<file path="src/rtl/booth_pp_accumulator_if.sv">
// Operand, product and Booth-encoder signal bundle for booth_pp_accumulator.
// The slave side is the accumulator; the master side is its environment (source, sink, encoder).
interface booth_pp_accumulator_if #(
    parameter int unsigned WIDTH = 16
);
    logic                 in_valid;
    logic                 in_ready;
    logic [WIDTH-1:0]     in_a;
    logic [WIDTH-1:0]     in_b;

    logic [WIDTH-1:0]     enc_a;
    logic [2:0]           enc_sel;
    logic [WIDTH:0]       enc_p;
    logic                 enc_s;
    logic                 enc_e;

    logic                 out_valid;
    logic                 out_ready;
    logic [2*WIDTH-1:0]   out_p;

    modport master (
        output in_valid, in_a, in_b, out_ready, enc_p, enc_s, enc_e,
        input  in_ready, out_valid, out_p, enc_a, enc_sel
    );

    modport slave (
        input  in_valid, in_a, in_b, out_ready, enc_p, enc_s, enc_e,
        output in_ready, out_valid, out_p, enc_a, enc_sel
    );
endinterface

</file>
<file path="src/rtl/booth_pp_accumulator.sv">
// Sequential radix-4 Booth multiply: steps the external encoder through WIDTH/2 windows and
// accumulates one sign-extension-optimised partial-product row per cycle.
module booth_pp_accumulator #(
    parameter int unsigned WIDTH = 16
) (
    input logic                   clk,
    input logic                   rst_n,
    booth_pp_accumulator_if.slave bus
);
    localparam int unsigned Rows  = WIDTH / 2;
    localparam int unsigned IdxW  = (Rows > 1) ? $clog2(Rows) : 1;
    localparam int unsigned ProdW = 2 * WIDTH;
    localparam int unsigned RowW  = WIDTH + 4;
    localparam logic [IdxW-1:0] LastIdx = IdxW'(Rows - 1);

    typedef enum logic [1:0] {StIdle, StRun, StDone} state_e;

    state_e           state_q, state_d;
    logic [IdxW-1:0]  idx_q, idx_d;
    logic [WIDTH-1:0] a_q, a_d;
    logic [WIDTH-1:0] b_q, b_d;
    logic [ProdW-1:0] acc_q, acc_d;
    logic             in_ready_q, in_ready_d;
    logic             out_valid_q, out_valid_d;

    logic [WIDTH:0]   b_ext;
    logic [2:0]       sel;
    logic [RowW-1:0]  row_pre;
    logic [RowW-1:0]  row_raw;
    logic [ProdW-1:0] row;

    // Window {b[2i+1], b[2i], b[2i-1]} with an implicit zero below bit 0.
    always_comb begin
        b_ext = {b_q, 1'b0};
        sel   = 3'b000;
        if (state_q == StRun) begin
            sel = b_ext[{idx_q, 1'b0} +: 3];
        end
    end

    // Prefixes replace full sign extension; their constant offsets cancel modulo 2^(2*WIDTH).
    always_comb begin
        if (idx_q == '0) begin
            row_pre = {bus.enc_e, ~bus.enc_e, ~bus.enc_e, bus.enc_p};
        end else begin
            row_pre = {1'b0, 1'b1, bus.enc_e, bus.enc_p};
        end
        row_raw = row_pre + RowW'(bus.enc_s);
        row     = ProdW'(row_raw) << {idx_q, 1'b0};
    end

    always_comb begin
        state_d     = state_q;
        idx_d       = idx_q;
        a_d         = a_q;
        b_d         = b_q;
        acc_d       = acc_q;
        in_ready_d  = in_ready_q;
        out_valid_d = out_valid_q;
        unique case (state_q)
            StIdle: begin
                if (bus.in_valid && in_ready_q) begin
                    a_d        = bus.in_a;
                    b_d        = bus.in_b;
                    acc_d      = '0;
                    idx_d      = '0;
                    in_ready_d = 1'b0;
                    state_d    = StRun;
                end
            end
            StRun: begin
                acc_d = acc_q + row;
                idx_d = idx_q + IdxW'(1);
                if (idx_q == LastIdx) begin
                    idx_d       = '0;
                    out_valid_d = 1'b1;
                    state_d     = StDone;
                end
            end
            StDone: begin
                if (bus.out_ready) begin
                    out_valid_d = 1'b0;
                    in_ready_d  = 1'b1;
                    state_d     = StIdle;
                end
            end
            default: begin
                state_d     = StIdle;
                in_ready_d  = 1'b1;
                out_valid_d = 1'b0;
            end
        endcase
    end

    always_ff @(posedge clk or negedge rst_n) begin
        if (!rst_n) begin
            state_q     <= StIdle;
            idx_q       <= '0;
            a_q         <= '0;
            b_q         <= '0;
            acc_q       <= '0;
            in_ready_q  <= 1'b1;
            out_valid_q <= 1'b0;
        end else begin
            state_q     <= state_d;
            idx_q       <= idx_d;
            a_q         <= a_d;
            b_q         <= b_d;
            acc_q       <= acc_d;
            in_ready_q  <= in_ready_d;
            out_valid_q <= out_valid_d;
        end
    end

    assign bus.in_ready  = in_ready_q;
    assign bus.out_valid = out_valid_q;
    assign bus.out_p     = acc_q;
    assign bus.enc_sel   = sel;
    assign bus.enc_a     = a_q;

endmodule

</file>
<file path="src/flat_wrapper.sv">
// flat-port wrapper written by rule: the top's interface ports become plain ports
module booth_pp_accumulator_flat 
#(
    parameter int unsigned WIDTH = 16
)
  (clk, rst_n, bus_in_valid, bus_in_a, bus_in_b, bus_out_ready, bus_enc_p, bus_enc_s, bus_enc_e, bus_in_ready, bus_out_valid, bus_out_p, bus_enc_a, bus_enc_sel);
  booth_pp_accumulator_if #(.WIDTH(WIDTH)) bus_i ();
  input logic clk;
  input logic rst_n;
  input wire logic [$bits(bus_i.in_valid)-1:0] bus_in_valid;
  input wire logic [$bits(bus_i.in_a)-1:0] bus_in_a;
  input wire logic [$bits(bus_i.in_b)-1:0] bus_in_b;
  input wire logic [$bits(bus_i.out_ready)-1:0] bus_out_ready;
  input wire logic [$bits(bus_i.enc_p)-1:0] bus_enc_p;
  input wire logic [$bits(bus_i.enc_s)-1:0] bus_enc_s;
  input wire logic [$bits(bus_i.enc_e)-1:0] bus_enc_e;
  output wire logic [$bits(bus_i.in_ready)-1:0] bus_in_ready;
  output wire logic [$bits(bus_i.out_valid)-1:0] bus_out_valid;
  output wire logic [$bits(bus_i.out_p)-1:0] bus_out_p;
  output wire logic [$bits(bus_i.enc_a)-1:0] bus_enc_a;
  output wire logic [$bits(bus_i.enc_sel)-1:0] bus_enc_sel;
  assign bus_i.in_valid = bus_in_valid;
  assign bus_i.in_a = bus_in_a;
  assign bus_i.in_b = bus_in_b;
  assign bus_i.out_ready = bus_out_ready;
  assign bus_i.enc_p = bus_enc_p;
  assign bus_i.enc_s = bus_enc_s;
  assign bus_i.enc_e = bus_enc_e;
  assign bus_in_ready = bus_i.in_ready;
  assign bus_out_valid = bus_i.out_valid;
  assign bus_out_p = bus_i.out_p;
  assign bus_enc_a = bus_i.enc_a;
  assign bus_enc_sel = bus_i.enc_sel;
  booth_pp_accumulator #(.WIDTH(WIDTH)) u_core (.clk(clk), .rst_n(rst_n), .bus(bus_i));
endmodule
</file>
<file path="config.mk">
export PLATFORM = sky130hd
export DESIGN_NAME = booth_pp_accumulator_flat
export DESIGN_NICKNAME = d
export VERILOG_FILES = /design/src/rtl/booth_pp_accumulator_if.sv /design/src/rtl/booth_pp_accumulator.sv /design/src/flat_wrapper.sv
export SDC_FILE = /design/constraint.sdc
export NUM_CORES = 1
export LEC_CHECK = 0
export CORE_UTILIZATION = 58
export DETAILED_ROUTE_END_ITERATION = 6
export PLACE_DENSITY_LB_ADDON = 0.25
export SYNTH_ARGS = -nofsm -noshare
export SYNTH_HDL_FRONTEND = slang
export SYNTH_SLANG_ARGS = --single-unit
</file>
<file path="constraint.sdc">
create_clock -name clk -period 6.78 [get_ports clk]
set_input_delay 0.678 -clock clk [delete_from_list [all_inputs] [get_ports clk]]
set_output_delay 0.678 -clock clk [all_outputs]
set_load 0.005 [all_outputs]
</file>
# Word level (Yosys, flattened, before mapping)
# Index checks and enable logic that the tools add are counted.
classes:
  add_sub_neg: 3
  n_eq_ne: 6
  shift: 2
  n_mux: 17
  n_bitwise: 3
  n_reduce_logical: 9
op_table:
  columns: ["cell", "n"]
  rows:
  - ["case mux 32 bit (2 select lines)", 1]
  - ["adder 32 bit", 1]
  - ["two-way mux 32 bit", 1]
  - ["<< shifter 20 x 4 -> 32 bit", 1]
  - ["adder 20 x 1 -> 20 bit", 1]
  - ["two-way mux 20 bit", 1]
  - ["indexed part select 17 x 5 -> 3 bit", 1]
  - ["two-way mux 3 bit", 3]
  - ["AND reduction 3 bit", 3]
  - ["two-way mux 2 bit", 3]
  - ["case mux 1 bit (3 select lines)", 2]
  - ["case mux 2 bit (3 select lines)", 1]
  - ["case mux 3 bit (2 select lines)", 1]
  - ["two-way mux 1 bit", 4]
  - ["!= test 2 bit (second input constant)", 2]
  - ["AND reduction 2 bit", 2]
  - ["adder 3 x 1 -> 3 bit (second input constant)", 1]
  - ["== test 3 bit (second input constant)", 1]
  - ["logical NOT 3 bit", 1]
  - ["NOT 1 bit", 3]
  - ["== test 2 x 1 -> 1 bit (second input constant)", 1]
  - ["== test 2 bit (second input constant)", 1]
  - ["logical NOT 2 bit", 1]
  - ["!= test 2 x 1 -> 1 bit (second input constant)", 1]
  - ["other kinds (2)", 2]
totals:
  regBits: 71
  input_bits: 55
  output_inout_bits: 53
  elab_cells: 47

# Logic depth before layout (Yosys ltp)
depth:
  depth_word: 6
  mapped_depth: 20
  ltp_nobuf: 19

# Least setup slack after synthesis
# No wires, ideal clock.
synth_path:
  kind: "input -> register"
  from: "input bus_enc_s"
  to: "register u_core.acc_q[31] (netlist: u_core.bus.out_p[31])"
  setup_ns: 0.124
  arrival_ns: 4.433
  t_required_ns: 6.656
  slack_ns: 2.223
  path_stages: 19
  n_path_buf: 1
  cell_sequence: "ha_1 > ha_1 > nand3_1 > nor3_1 > and3_1 > clkbuf_1 > a311o_1 > o211ai_1 > mux2_2 > mux2i_1 > ha_1 > a21o_1 > a21oi_1 > nand2_1 > a2111oi_4 > o31ai_2 > a311oi_2 > o21ai_0 > a211o_1"
synth_between:
  elab_chain_len: 4
synth_lines:
  columns: ["item", "line_no", "rtl"]
  rows:
  - ["from (decl)", "flat_wrapper.sv:15", "input wire logic [$bits(bus_i.enc_s)-1:0] bus_enc_s;"]
  - ["adder 20 x 1 -> 20 bit", "booth_pp_accumulator.sv:48", "row_raw = row_pre + RowW'(bus.enc_s);"]
  - ["<< shifter 20 x 4 -> 32 bit", "booth_pp_accumulator.sv:49", "row = ProdW'(row_raw) << {idx_q, 1'b0};"]
  - ["adder 32 bit", "booth_pp_accumulator.sv:72", "acc_d = acc_q + row;"]
  - ["case mux 32 bit (2 select lines)", "booth_pp_accumulator.sv:60", "unique case (state_q)"]
  - ["to (signal assigned)", "booth_pp_accumulator.sv:101", "acc_q <= '0;"]
  - ["to (signal assigned)", "booth_pp_accumulator.sv:109", "acc_q <= acc_d;"]
  - ["to (decl)", "booth_pp_accumulator.sv:22", "logic [ProdW-1:0] acc_q, acc_d;"]
# Every way passes these cells.
# A chain may end at the register's enable or synchronous reset.

# Worst setup path in the final report
layout_path:
  from: "register u_core.idx_q[1]"
  to: "register u_core.acc_q[31] (netlist: u_core.bus.out_p[31])"
layout_between:
  elab_chain_len: 6
layout_lines:
  columns: ["item", "line_no", "rtl"]
  rows:
  - ["from (decl)", "booth_pp_accumulator.sv:19", "logic [IdxW-1:0] idx_q, idx_d;"]
  - ["from (signal assigned)", "booth_pp_accumulator.sv:106", "idx_q <= idx_d;"]
  - ["logical NOT 3 bit", "booth_pp_accumulator.sv:43", "if (idx_q == '0) begin"]
  - ["two-way mux 20 bit", "booth_pp_accumulator.sv:43", null]
  - ["adder 20 x 1 -> 20 bit", "booth_pp_accumulator.sv:48", null]
  - ["<< shifter 20 x 4 -> 32 bit *", "booth_pp_accumulator.sv:49", null]
  - ["adder 32 bit *", "booth_pp_accumulator.sv:72", null]
  - ["case mux 32 bit (2 select lines) *", "booth_pp_accumulator.sv:60", null]
# Every way passes the cells marked *; elsewhere a longest branch is shown, timed or not.

==> results.ini <==
[detailed_routing]
top_layer_used = met4
route.met2.wl_mm = 7.26
initialDrtViolationCount = 290
wl_met1_mm = 6.75
dr_total_vias = 5330
dr.pass1.iters = 5
wl_per_cell_um = 17.6
drt_wl_total_mm = 15.2
avgViaCountPerCell = 6.19
wl_met3_um = 819
drc_errors = 0
ant_nets = 0

[setup_path]
path_class = reg -> reg
critPathLaunchType = flip-flop
worst-path-buf-inv = 1
crit_required_ns = 7.02
cp_common_cell = ha_1
slowest_stage = dfrtp_1
crit_arrival_ns = 5.55
crit_path_cell_trace = inv_2 > ha_1 > nor2b_1 > ha_1 > nand4_1 > xnor2_1 > nor3_1 > a21oi_1 > mux2i_1 > ha_1 > a21o_1 > a21oi_1 > nand2_1 > a2111oi_4 > o31ai_2 > a311oi_2 > o21ai_0 > a211o_1
worstSetupEndpointType = flip-flop
path_max_fanout = 27
critPathMaxStageDelay_ns = 0.97
path_delay_family = compound AO/OA/AOI/OAI gates

[synthesis]
synth_fp_nets = 732
synth.distinct_cells = 70
ys_top_cells_by_count = nand2_1 (76), dfrtp_1 (70), nor2_1 (48)
synth_seq_cells = 71
synth.avg_cell_area_sq_um = 9.01
synth_edf_count = 0
synth_ff_type = dfrtp_1
post-synth-top-count-cell = nand2_1
yosys_warnings = 0
synth-async-reset-ratio_pct = 100
synth.cell_area_sq_um = 5730
ys_seq_area_share_pct = 31.0
synthCells = 636
synth_top_area_cell = dfrtp_1
synth_top_area_share_pct = 30.6
ys_top_cells_by_area = dfrtp_1 (31%), ha_1 (8.7%), mux2_2 (7.3%)

[placed_design]
dp_cells = 845
gp_congestion = 0.902
io_buffers = 107
dpl.hpwl_mm = 11.0

[floorplan]
start_util_pct = 60.8
die_w_um = 101
die-area_sq_um = 10300
core_area_sq_um = 9420
die_y_um = 101
rows = 35
ioPinCount = 108

[status]
status = finished clean

[grt]
grt_pass1_wl_mm = 24.8
grt_max_degree = 72
grt_pass1_vias = 5210
grt_overflow = 0
antenna_found_initial = 0
grt_usage_pct = 30.9

[sta]
period_share_pct = 78.3
slew_viol_final = 0
hold_ws_ns = 0.511
rsz0062_at_grt = false
fin_setup_tns_ns = 0
fin_crit_ns = 5.31
setup_viol = 0
fmax_mhz = 188
tightest_slew_ns = 0.935
finalHoldViolCount = 0
finClkSkew_ns = 0.0123
slew_headroom_pct = 37.7

[power_and_ir_drop]
leakage_nw = 3.03
vdd.ir_drop.worst_mv = 0.392
power_mw = 3.99
powerDensity_nw_per_um2 = 565

[clocking]
clock-sinks = 71
cts-root-buf = clkbuf_8
cts_buffer_depth = 2
cts_resized = 0
clk_latency_ns = 0.36
post_cts_buffers = 0
cts_tree = built
ctsHtreeMaxLevel = 3
clkTransAtPathRegs_ns = 0.10
cts_hold_buffers = 0
cts_buffers = 9

[layout]
instances_no_fill = 861
drive_gt1_share_pct = 12.3
nets = 823
fill_cells = 706
antennaDiodeCount = 0
syn_to_final_growth_pct = 23.3

[flow_run]
drv_cap = 0

[hold_path]
hold_class = reg -> reg

[routing by layer]
metal	vias to the layer above	track usage, %
met1	2567	40.7
met3	37	5.45
met2	190	51.6
li1	2536	-
met5	-	0
met4	0	10.5
[worst paths after layout]
path | start | to | slack [ns] | cells after the start
setup / recovery | u_core.idx_q[1] | u_core.bus.out_p[31] | 1.47 | 18
hold / removal | u_core.bus.enc_a[11] | u_core.bus.enc_a[11] | 0.51 | 1
setup reg to reg | u_core.idx_q[1] | u_core.bus.out_p[31] | 1.47 | 18
hold reg to reg | u_core.bus.enc_a[11] | u_core.bus.enc_a[11] | 0.51 | 1
max in group asynchronous | rst_n | u_core.bus.out_p[21] | 5.67 | 2
min in group asynchronous | rst_n | u_core.bus.enc_a[6] | 0.52 | 2
[stage by stage]
stage	util (%)	worst slack (ns)	area [sq um]
after detailed placement	73.1	1.20	6880
after floorplan	-	2.22	5730
final	75.0	1.47	7060
after global routing	75.0	1.08	7060
after global placement	73.1	1.41	6880
after CTS	75.0	1.56	7060
[state kept, by name, summed over array words and instances, names as in the netlist]
register	count
u_core.b_q	16
u_core.bus.enc_a	16
u_core.bus.in_ready	1
u_core.bus.out_p	32
u_core.bus.out_valid	1
u_core.idx_q	3
u_core.state_q	2
[cells by family after synthesis]
logic type                 count (synthesis)  share of synthesized area [%]
xor gates and xnor gates                  41                           6.27
and+or+nand+nor                          193                           15.8
buffers and inverters                     52                           3.58
DFF                                       71                           31.0
AOI/OAI and AO/OA                        182                           22.8
muxes                                     56                           11.5
adders and majority gates                 41                           9.09
[final cells by class]
cell class              count  area (sq um)  area share [%]
repair buffers            115          1130            15.9
flip-flops and latches     71          1780            25.2
inverters                  17          63.8           0.903
multi-input cells         513          3750            53.1
clock buffers               9           124            1.75
clock inverters             7          61.3           0.868
well taps                 129           161            2.28
[cells in the final DEF, fill, tap and decap left out, drive strengths merged, types with 12 or more instances in the layout]
cell type and n:
a21o 14, mux2 38, mux2i 14, clkdlybuf4s50 106
nand2 76, xnor2 24, inv 22, o21ai 39
dfrtp 70, nor2 48, o22ai 19, nand3 12
a21oi 36, xor2 17, nor3 18, ha 40
[power by group]
part,internal (mW),switching [mW]
Sequential,0.619,0.170
Clock,0.141,0.198
Combinational,1.32,1.54
Total,2.08,1.91
(Power assumes the default switching activity.)
